File: src/rtl/four_nand_pkg.sv
// Shared defaults and lane-wise reset constants for the four_nand block.
package four_nand_pkg;

  localparam int DEF_WIDTH = 1;
  localparam int DEF_CNT_W = 16;

  // Per-lane reset values, replicated across WIDTH by the users.
  localparam logic E_RST = 1'b1;
  localparam logic F_RST = 1'b1;
  localparam logic G_RST = 1'b0;

endpackage

File: src/rtl/nand2_cell.sv
// WIDTH-wide bitwise 2-input NAND; purely combinational.
module nand2_cell #(
  parameter int WIDTH = 1
) (
  input  logic [WIDTH-1:0] a,
  input  logic [WIDTH-1:0] b,
  output logic [WIDTH-1:0] y
);

  assign y = ~(a & b);

endmodule

File: src/rtl/four_nand.sv
// Registered two-level NAND tree (g = (a&b)|(c&d)) with a saturating
// counter of 0->1 transitions on registered g[0].
module four_nand
  import four_nand_pkg::*;
#(
  parameter int WIDTH = DEF_WIDTH,
  parameter int CNT_W = DEF_CNT_W
) (
  input  logic             clk,
  input  logic             rst,
  input  logic [WIDTH-1:0] a,
  input  logic [WIDTH-1:0] b,
  input  logic [WIDTH-1:0] c,
  input  logic [WIDTH-1:0] d,
  input  logic             in_valid,
  output logic [WIDTH-1:0] e,
  output logic [WIDTH-1:0] f,
  output logic [WIDTH-1:0] g,
  output logic             out_valid,
  output logic [CNT_W-1:0] g_rise_cnt
);

  // Handshake: no ready; every cycle with in_valid=1 and rst=0 is accepted,
  // and out_valid pulses on the cycle after each accepted sample.

  localparam logic [CNT_W-1:0] CNT_ONE = 1;
  localparam logic [CNT_W-1:0] CNT_MAX = '1;

  logic [WIDTH-1:0] e_next;
  logic [WIDTH-1:0] f_next;
  logic [WIDTH-1:0] g_next;
  logic             g_rise;

  nand2_cell #(.WIDTH(WIDTH)) u_nand_e (.a(a),      .b(b),      .y(e_next));
  nand2_cell #(.WIDTH(WIDTH)) u_nand_f (.a(c),      .b(d),      .y(f_next));
  nand2_cell #(.WIDTH(WIDTH)) u_nand_g (.a(e_next), .b(f_next), .y(g_next));

  // g only moves on a load, so a rise is a load that takes lane 0 from 0 to 1.
  assign g_rise = in_valid & ~g[0] & g_next[0];

  always_ff @(posedge clk) begin
    if (rst) begin
      e          <= {WIDTH{E_RST}};
      f          <= {WIDTH{F_RST}};
      g          <= {WIDTH{G_RST}};
      out_valid  <= 1'b0;
      g_rise_cnt <= '0;
    end else begin
      out_valid <= in_valid;
      if (in_valid) begin
        e <= e_next;
        f <= f_next;
        g <= g_next;
      end
      if (g_rise && (g_rise_cnt != CNT_MAX)) begin
        g_rise_cnt <= g_rise_cnt + CNT_ONE;
      end
    end
  end

endmodule

File: config.mk
export PLATFORM = sky130hd
export DESIGN_NAME = four_nand
export DESIGN_NICKNAME = d
export VERILOG_FILES = /design/src/rtl/four_nand_pkg.sv /design/src/rtl/nand2_cell.sv /design/src/rtl/four_nand.sv
export SDC_FILE = /design/constraint.sdc
export NUM_CORES = 1
export LEC_CHECK = 0
export CORE_ASPECT_RATIO = 0.9
export CORE_MARGIN = 3
export CORE_UTILIZATION = 35
export CTS_CLUSTER_SIZE = 16
export DETAILED_ROUTE_END_ITERATION = 8
export PLACE_DENSITY = 0.7
export SYNTH_ARGS = -nofsm -noshare
export SYNTH_HDL_FRONTEND = slang
export SYNTH_SLANG_ARGS = --single-unit
File: constraint.sdc
create_clock -name clk -period 3.1 [get_ports clk]
set_clock_uncertainty 0.1 [all_clocks]
set_input_delay 0.93 -clock clk [delete_from_list [all_inputs] [get_ports clk]]
set_output_delay 0.93 -clock clk [all_outputs]
set_load 0.005 [all_outputs]
# Word-level counts from Yosys, hierarchy flattened
# Index checks and enable logic that the tools add are counted.
[classes]
n_addsub = 1
eq_ne = 1
bitwise = 9
n_reduce_logical = 1
[ops]
columns = ["op", "count"]
rows = [
  ["$add 16x1->16 const B", 1],
  ["$ne 16x16->1 const B", 1],
  ["$and 1x1->1", 5],
  ["$not 1->1", 4],
  ["$logic_and 1x1->1", 1],
]
[word_totals]
ff_bits = 20
input_bits = 7
output_inout_bits = 20

# Longest topological paths before layout
[depth]
depth_word = 6
depth_mapped = 5
ltp_nobuf = 5

# Cells and area by module
# Synthesis repeated with hierarchy kept, for this count alone.
[unflattened]
hier_cells = 120
hier_area_um2 = 1021.0
[by_module_without_submodules]
columns = ["module", "instances", "cells_per_inst", "area_each_um2", "seq_area_each_um2"]
rows = [
  ["four_nand", 1, 117, 1009.7, 400.4],
  ["nand2_cell", 3, 1, 3.8, 0.0],
]

# Worst setup path after synthesis
# Ideal clock, no wire load.
[synth_path]
path_kind = "input -> register"
from = "input port a"
to = "register g_rise_cnt[14]"
setup_time_ns = 0.123
arrival_ns = 1.887
required_ns = 2.877
setup_slack_ns = 0.990
path_stages = 4
path_cell_list = "a22o_2 -> nand3_1 -> nor4_1 -> mux2_1"
[synth_via]
elab_chain_len = 6
[synth_lines]
columns = ["element", "line", "rtl"]
rows = [
  ["from (decl)", "four_nand.sv:11", "input logic [WIDTH-1:0] a,"],
  ["$and 1x1->1", "nand2_cell.sv:10", "assign y = ~(a & b);"],
  ["$not 1->1", "nand2_cell.sv:10", ""],
  ["$and 1x1->1", "nand2_cell.sv:10", ""],
  ["$not 1->1", "nand2_cell.sv:10", ""],
  ["$and 1x1->1", "four_nand.sv:39", "assign g_rise = in_valid & ~g[0] & g_next[0];"],
  ["$logic_and 1x1->1", "four_nand.sv:55", "if (g_rise && (g_rise_cnt != CNT_MAX)) begin"],
  ["to (signal assigned)", "four_nand.sv:56", "g_rise_cnt <= g_rise_cnt + CNT_ONE;"],
  ["to (decl)", "four_nand.sv:20", "output logic [CNT_W-1:0] g_rise_cnt"],
]
# Every way passes these cells.
# A chain may end at the register's enable or synchronous reset.

# Worst setup path after layout
# Ends and elaborated chain as after synthesis.

==> key figures <==
Status
  • Status: finished, final reports clean

Power
  • LEAKAGE: approximately 0.47 nW
  • Worst VDD drop: approximately 230 uV
  • Pwr Density: 309.6 nW/um2

Placement
  • HPWL Detailed: about 1900 um
  • Area after DPL: 1366 um2
  • PortBufs: 26
  • RePlAce Congestion: 0.8508

Setup path
  • Master of the slowest instance on the critical path: clkdlybuf4s50_1
  • Arr. time, crit path: 2.60 ns
  • Startpoint Class: input port
  • Critical Path RT: ~3.2 ns
  • Class of the most critical setup path: in -> reg
  • Crit path buf inv count: 1
  • Crit end category: register
  • CP delay by family, top: simple AND/OR/NAND/NOR gates
  • Crit Path Max Fanout: 6
  • Largest stage delay, worst path: 0.48 ns
  • Cell Chain, Critical Path: clkdlybuf4s50_1, a22o_2, nand3_1, nor4_1, mux2_1

Synth
  • Cells after Synth: 120
  • Synth Warn #: 0
  • Synth Net Count: 128
  • Number of flops mapped to enable cells by yosys: 0
  • Top FF cell, synth: dfxtp_1
  • Share of flip-flops with an asynchronous set or reset: 0%
  • Cell Area, Synth: 1054 um2
  • Syn Area/Cell: slightly below 9 um2
  • Synth Register Bits: 20
  • Post-synth cell types: 37
  • Register area share after synthesis: a little under two fifths

Route
  • Vias/cell: 5.441
  • Iter 0 DRT Violations: 35
  • Router iterations before antenna repair: 4
  • Routed Antenna Nets: 0
  • Drc violations: 0
  • Avg WL per Cell: 13.72 um
  • Via count: 1,023
  • Total Wirelength: approximately 2600 um

Worst hold path
  • HP Class: reg -> reg

Timing
  • Slew Limit Fails: 0
  • Count of final setup violators: 0
  • Tightest Pin Transition: ~0.64 ns
  • Final hold vios: 0
  • Fin crit period: between 2 and 3 ns
  • Peak Freq: ~400 MHz
  • Post-route setup TNS: 0 ns
  • RSZ-0062 raised after global routing: false
  • Fin crit share: between 80 and 90%
  • Slew margin rel.: 56.90%

Clock tree
  • Post-CTS sizing: 0
  • CTS tree: yes
  • H-tree depth: 1
  • Max clock buf depth: 2
  • Hold buffer count at CTS: 0
  • Clk Latency, worst-skew pair: 0.30 ns
  • TritonCTS Sinks: 20
  • Clk slew on worst S/H paths: roughly 0.11 ns
  • Post-CTS setup buffers: 0
  • Clock root cell: clkbuf_4
  • Num CTS Buffers: 3

Flow run
  • Max-Cap Viols: 0

Global route
  • GRT Util Overall: approximately 15%
  • Initial antenna violation count: 0
  • Vias in the first global route: 1,000
  • GRT overflow: 0
  • First-pass GRT wire length: 4478 um
  • Largest net degree at the start of global routing: 17

Layout
  • Multi-input logic area: 629.4 um2
  • Design area: 1389 um2
  • Fraction of layout cells with a size suffix above 1: between 8 and 9%
  • Register area: 400.4 um2
  • Antenna cells: 0
  • Most frequent cells in the layout: 26 x clkdlybuf4s50_1, 20 x dfxtp_1, 12 x nand2_1
  • Most common cell after layout, fill and taps aside: clkdlybuf4s50_1
  • Final nets: 158
  • Filler Cell Count: 287
  • Area Growth Syn to Fin: 31.83%

Floorplan
  • Die W: 63.83 um
  • Starting Density: 37.42%
  • Die height: between 50 and 60 um
  • Site Rows: 18
  • Die area: approximately 3700 um2
  • IO Pins: 27
  • Core area: between 2000 and 3000 um2
==> stage by stage <==
stage | cells | worst slack [ns] | hold WS [ns] | utilization [%] | total power, mW
floorplan | 120 | 0.9898 | 0.3686 | - | 0.2890
CTS | 188 | 0.5895 | 0.3986 | 49.33 | 0.4377
global route | 188 | 0.4479 | 0.4351 | 49.33 | 0.4520
finish | 188 | 0.5919 | 0.3951 | 49.33 | 0.4300
detailed placement | 185 | 0.2699 | 0.3699 | 48.53 | 0.3133
global placement | 185 | 0.2893 | 0.3642 | 48.53 | 0.3121
==> registers in the layout, indices dropped and copies added (netlist names) <==
register,flops
out_valid,1
e,1
g,1
f,1
g_rise_cnt,16
==> report_power, final <==
part / leakage [nW] / internal [mW] / switching (mW)
clock: 0.0138 / 0.0453 / 0.0774
combinational: 0.293 / 0.0228 / 0.0200
sequential: 0.162 / 0.261 / 0.00350
==> tightest hold or removal path: stages (launching register included) <==
cell and delay [ns]:
dfxtp_1 0.34, o21ai_0 0.07, nand2_1 0.06
==> area by class of cell <==
type                    count  share of cell area [%]
well taps                  40                   3.604
clock buffers               3                   1.622
inverters                   3                  0.8108
multi-input cells          94                   45.32
flip-flops and latches     20                   28.83
repair buffers             28                   19.82
==> synthesized netlist by cell type (all sizes together), types with 2 or more instances <==
cell    instances  share of area [%]
inv             3                1.1
o31ai           3                2.1
nor4            3                2.4
nand3          10                4.8
a211oi          5                3.6
nor2b           7                4.2
o21ai           4                1.9
and3            3                1.8
a21oi           6                2.9
mux2i           2                1.9
clkbuf          2               0.71
nand4           3                3.2
dfxtp          20                 38
nand2          12                4.3
or4             3                2.1
mux2            6                6.4
or2             2                1.2
and2            3                1.8
nor2            8                2.9
==> logic make-up after synthesis <==
logic type	Yosys count	share of synthesized area (%)
AOI/OAI and AO/OA	26	17.46
adders and majority gates	1	1.187
buffers and inverters	6	2.256
DFF	20	38.00
muxes	8	8.313
and+or+nand+nor	59	32.78
==> path summary, 6_finish.rpt <==
kind	startpoint	end	slack, ns	cells after the start
max	a	g_rise_cnt[14]	0.59	5
min	f	f	0.40	2
max reg2reg	g_rise_cnt[0]	g_rise_cnt[0]	1.08	5
min reg2reg	f	f	0.40	2
==> per-layer routing <==
metal	wire length, um	track usage, %
met1	1223	17.91
met2	1197	26.22
met3	138	4.845
met4	21	4.615
met5	0	0
No activity file was read; power rests on OpenSTA's default activity.
